--- config.mk ---
export PLATFORM = sky130hd
export DESIGN_NAME = rca_pipe
export DESIGN_NICKNAME = d
export VERILOG_FILES = /design/src/rtl/rca_pipe.sv
export SDC_FILE = /design/constraint.sdc
export NUM_CORES = 1
export LEC_CHECK = 0
export BUFFER_PORTS_ARGS = -buffer_cell sky130_fd_sc_hd__buf_2
export CORE_MARGIN = 2
export CORE_UTILIZATION = 40
export DETAILED_ROUTE_END_ITERATION = 6
export SLEW_MARGIN = 15
export SYNTH_ARGS = -nofsm -noshare
export SYNTH_HDL_FRONTEND = slang
export SYNTH_SLANG_ARGS = --single-unit
--- constraint.sdc ---
create_clock -name clk -period 7.9 [get_ports clk]
set_input_delay 0 -clock clk [delete_from_list [all_inputs] [get_ports clk]]
set_output_delay 0 -clock clk [all_outputs]
set_load 0.02 [all_outputs]
--- src/rtl/rca_pipe.sv ---
// rca_pipe: pipelined ripple-carry adder. Stage k adds one CW-bit chunk,
// taking its carry from the register behind stage k-1. Upper operand chunks
// ride along the pipeline until their stage consumes them. Finished sum
// chunks accumulate so that every chunk of an operation leaves together.
// The final stage feeds the registered outputs directly, so latency is STAGES.
module rca_pipe #(
    parameter int WIDTH  = 16,
    parameter int STAGES = 4,
    parameter int SAT    = 0
) (
    input  logic             clk,
    input  logic             rst,
    input  logic             en,
    input  logic             in_valid,
    input  logic [WIDTH-1:0] a,
    input  logic [WIDTH-1:0] b,
    input  logic             ci,
    output logic             out_valid,
    output logic [WIDTH-1:0] s,
    output logic             co,
    output logic             ovf
);
    localparam int CW = WIDTH / STAGES;

    // Signals produced by the last stage's adder, before the output register
    logic [WIDTH-1:0] fin_raw;
    logic             fin_co;
    logic             fin_ovf;
    logic             fin_a_msb;
    logic             fin_valid;
    logic [WIDTH-1:0] fin_sum;

    for (genvar k = 0; k < STAGES; k++) begin : stg
        logic [CW-1:0] ca;
        logic [CW-1:0] cb;
        logic          cin;
        logic          vin;
        logic [CW:0]   add;

        // Chunk k comes straight from the ports for stage 0, otherwise it is
        // the lowest operand chunk still held by the previous stage register.
        if (k == 0) begin : src_g
            assign ca  = a[CW-1:0];
            assign cb  = b[CW-1:0];
            assign cin = ci;
            assign vin = in_valid;
        end else begin : src_g
            assign ca  = stg[k-1].reg_g.a_hi[CW-1:0];
            assign cb  = stg[k-1].reg_g.b_hi[CW-1:0];
            assign cin = stg[k-1].reg_g.carry;
            assign vin = stg[k-1].reg_g.valid;
        end

        // Carry chain limited to one chunk
        assign add = {1'b0, ca} + {1'b0, cb} + {{CW{1'b0}}, cin};

        if (k < STAGES - 1) begin : reg_g
            // Operand bits not yet consumed, and sum bits already produced
            localparam int HW = (STAGES - 1 - k) * CW;
            localparam int LW = (k + 1) * CW;

            logic [HW-1:0] a_hi;
            logic [HW-1:0] b_hi;
            logic [HW-1:0] a_nxt;
            logic [HW-1:0] b_nxt;
            logic [LW-1:0] sum_lo;
            logic [LW-1:0] sum_nxt;
            logic          carry;
            logic          valid;

            if (k == 0) begin : nxt_g
                assign a_nxt   = a[WIDTH-1:CW];
                assign b_nxt   = b[WIDTH-1:CW];
                assign sum_nxt = add[CW-1:0];
            end else begin : nxt_g
                assign a_nxt   = stg[k-1].reg_g.a_hi[HW+CW-1:CW];
                assign b_nxt   = stg[k-1].reg_g.b_hi[HW+CW-1:CW];
                assign sum_nxt = {add[CW-1:0], stg[k-1].reg_g.sum_lo};
            end

            // Stage register: advances on en, cleared at once by rst
            // NOTE: sequential state uses non-blocking (<=) so every stage samples its
            // neighbour's old value on the same edge; blocking here would collapse the pipe.
            always_ff @(posedge clk or posedge rst) begin
                if (rst) begin
                    a_hi   <= '0;
                    b_hi   <= '0;
                    sum_lo <= '0;
                    carry  <= 1'b0;
                    valid  <= 1'b0;
                end else if (en) begin
                    a_hi   <= a_nxt;
                    b_hi   <= b_nxt;
                    sum_lo <= sum_nxt;
                    carry  <= add[CW];
                    valid  <= vin;
                end
            end
        end else begin : fin_g
            if (k == 0) begin : raw_g
                assign fin_raw = add[CW-1:0];
            end else begin : raw_g
                assign fin_raw = {add[CW-1:0], stg[k-1].reg_g.sum_lo};
            end
            // The top chunk holds both operand sign bits and the raw sum sign bit
            assign fin_co    = add[CW];
            assign fin_a_msb = ca[CW-1];
            assign fin_ovf   = (ca[CW-1] == cb[CW-1]) && (add[CW-1] != ca[CW-1]);
            assign fin_valid = vin;
        end
    end

    // Optional clamp to the signed range when the raw sum overflowed
    always_comb begin
        // NOTE: default assignment first so no path leaves fin_sum unassigned (no latch).
        fin_sum = fin_raw;
        if ((SAT != 0) && fin_ovf) begin
            fin_sum = fin_a_msb ? {1'b1, {(WIDTH-1){1'b0}}} : {1'b0, {(WIDTH-1){1'b1}}};
        end
    end

    // Output register: results update only for valid operations, otherwise hold
    always_ff @(posedge clk or posedge rst) begin
        if (rst) begin
            out_valid <= 1'b0;
            s         <= '0;
            co        <= 1'b0;
            ovf       <= 1'b0;
        end else if (en) begin
            out_valid <= fin_valid;
            if (fin_valid) begin
                s   <= fin_sum;
                co  <= fin_co;
                ovf <= fin_ovf;
            end
        end
    end

endmodule
==> impl_metrics.yaml <==
outcome:
  status: "complete, no violations"
finish:
  drive_above_1_share: 0.4107
  antennaDiodeCount: 0
  synthToLayoutAreaGrowth_pct: 20.29
  finalNetCount: 427
  layout_common_cells: "dfrtp_1, mux2_2, buf_2, dlygate4sd3_1, inv_1"
  fillCellCount: 935
  final_common_cell: "dfrtp_1"
sta:
  max_freq_mhz: 519.6
  skew_ns: 0.009437
  post-route-worst-setup-slack_ns: 5.975
  rsz0062_at_grt: "no"
  slew_headroom: 0.3127
  fin_crit_ns: 1.925
  slew_viol_final: 0
  period_share: 0.2436
  tightestPinTransition_ns: 1.031
  hold_viol: 0
  setup_viol: 0
  tns_ns: 0
grt:
  grt_overflow: 0
  grt_first_pass_wirelength_um: 11500
  globalRouteTotalUtil: 0.1299
  grt_max_degree: 90
  antenna_found_initial: 0
  grt_pass1_vias: 2467
power:
  p_per_area_mw_per_mm2: 270.8
  p_leak_uw: 0.002248
  ir_worst_vdd_uv: 113.7
drt:
  routed-via-count: 2451
  drt_iter0_drc: 56
  post_drt_wl_per_cell_um: 13.38
  routed_wirelength_um: 6836
  dr.pass1.iters: 3
  ant_nets: 0
  drc_errors: 0
  via_per_inst: 4.796
floorplan:
  rows: 37
  core_sq_mm: 0.01018
  die_h_um: 105.9
  die-area_sq_mm: 0.01121
  ios: 56
  initial_core_util: 0.4075
  die_w_um: 105.9
clock_network:
  numCtsBuffers: 9
  root_buffer: "clkbuf_8"
  path_clk_slew_ns: 0.08
  cts_buffer_depth: 2
  htree_levels: 3
  cts_tree: "built"
  cts.sinks: 97
  cts-resized-gates: 0
  cts_setup_buffers: 0
  insertion_delay_ns: 0.35
critical_path:
  path_cells: "buf_4, nand2_1, mux2_1"
  cpPeakStageDelay_ns: 0.83
  cp-start-kind: "input port"
  cp_max_fo: 89
  worst_path_max_delay_cell: "nand2_1"
  required_ns: 8.13
  crit_type: "input port to register"
  arrival_ns: 2.15
  crit_path_end_kind: "register"
  r2r_slack_ns: 6.04
yosys:
  synth_area_sq_mm: 0.004150
  ys_seq_area_frac: 0.5849
  yosys_warnings: 0
  syn_inst: 289
  ys_ff_latch: 97
  avgSynthCellArea_sq_um: 14.36
  yosysUniqueCellTypes: 27
  syn-num-nets: 346
placement:
  place.gp.congestion: 0.7483
  hpwl_um: 4534
  place_ws_ns: 5.564
  io_buffers: 55
flow_run:
  cap_violations: 0
worst_hold_path:
  hp-class: "input port to register"
-- synth_stat cells, drive strengths merged --
cell / instances / area [sq um]
o31ai: 1 / 7.510
dfrtp: 97 / 2427
buf: 12 / 68.82
o21ai: 7 / 35.03
nor2b: 2 / 12.51
and3b: 2 / 17.52
fa: 8 / 160.2
o2111ai: 3 / 26.28
ha: 12 / 150.1
nand2: 10 / 37.54
xnor2: 4 / 35.03
nor2: 6 / 22.52
or4: 3 / 22.52
mux2: 81 / 912.1
a31oi: 2 / 12.51
a21boi: 2 / 15.01
a21oi: 10 / 50.05
or3: 3 / 18.77
a21o: 2 / 15.01
inv: 17 / 63.81
o41ai: 1 / 16.27
nand3: 1 / 5.000
nand4: 3 / 18.77
-- report_power, final --
part / internal, uW / total (uW) / switching (uW) / leakage [uW]
Sequential: 620 / 693 / 73.3 / 0.00114
Combinational: 179 / 355 / 177 / 0.00102
Clock: 141 / 303 / 162 / 0.0000919
Total: 940 / 1350 / 412 / 0.00225
-- final timing paths --
path	from	endpoint	cells after the start
worst min register to register	stg[2].reg_g.sum_lo[0]	s[0]	1
min in group asynchronous	rst	stg[1].reg_g.sum_lo[1]	3
worst min-delay path	ci	stg[0].reg_g.sum_lo[0]	3
worst max-delay path	en	s[0]	3
max in group asynchronous	rst	stg[2].reg_g.carry	4
worst max register to register	stg[2].reg_g.a_hi[0]	co	5
-- flip-flops by register name (all words and copies together), names as in the netlist --
| register | cells |
|---|---|
| fin_valid | 1 |
| stg.reg_g.a_hi | 24 |
| stg.reg_g.carry | 3 |
| stg.reg_g.sum_lo | 24 |
| s | 16 |
| ovf | 1 |
| out_valid | 1 |
| stg.reg_g.b_hi | 24 |
| co | 1 |
| stg.reg_g.valid | 2 |
-- final cells by class --
class                      instances  area (sq um)  area share
timing repair buffer              82         545.5      0.1093
clock inverter                     3         23.77    0.004762
clock buffer                      13         168.9     0.03383
sequential                        97          2427      0.4862
tap                              136         170.2     0.03409
multi-input combinational        163          1590      0.3185
inverter                          17         66.31     0.01328
-- through the flow --
step,cell area [sq um],utilization,cells,hold WS [ns],power [uW]
after floorplan,4150,-,289,0.1516,939.6
after global placement,4539,0.4457,469,0.09817,1046
after detailed placement,4539,0.4457,469,0.09803,1060
after CTS,4992,0.4902,511,0.05551,1376
after global routing,4992,0.4902,511,0.05895,1443
final,4992,0.4902,511,0.07110,1352
-- critical path, delay by kind of cell --
kind                   cells  cell delay (ns)
buffers and inverters      1             0.75
muxes                      1             0.54
and+or+nand+nor            1             0.83
-- per-layer routing --
metal  vias to the layer above  share of wire  routed length, um  track usage
li1                       1167              -                  -            -
met1                      1242           0.45               3091       0.1617
met2                        34           0.50               3447       0.2166
met3                         8          0.024                167      0.02536
met4                         0          0.019                130      0.06391
met5                         -              0                  0            0
-- timing repair --
action | 4_1_cts | 5_1_grt
hold buffers | 26 | 0
endpoints found under the setup margin | 0 | 0
endpoints found under the hold margin | 69 | 0
-- cells by family after synthesis --
kind of cell	Yosys count	share of synthesized area
compound gates	28	0.04281
xor+xnor	4	0.008440
fa+ha+maj	20	0.07476
buf+inv	29	0.03196
flops	97	0.5849
mux	81	0.2198
simple gates	30	0.03738
No activity file was read; power rests on OpenSTA's default activity.
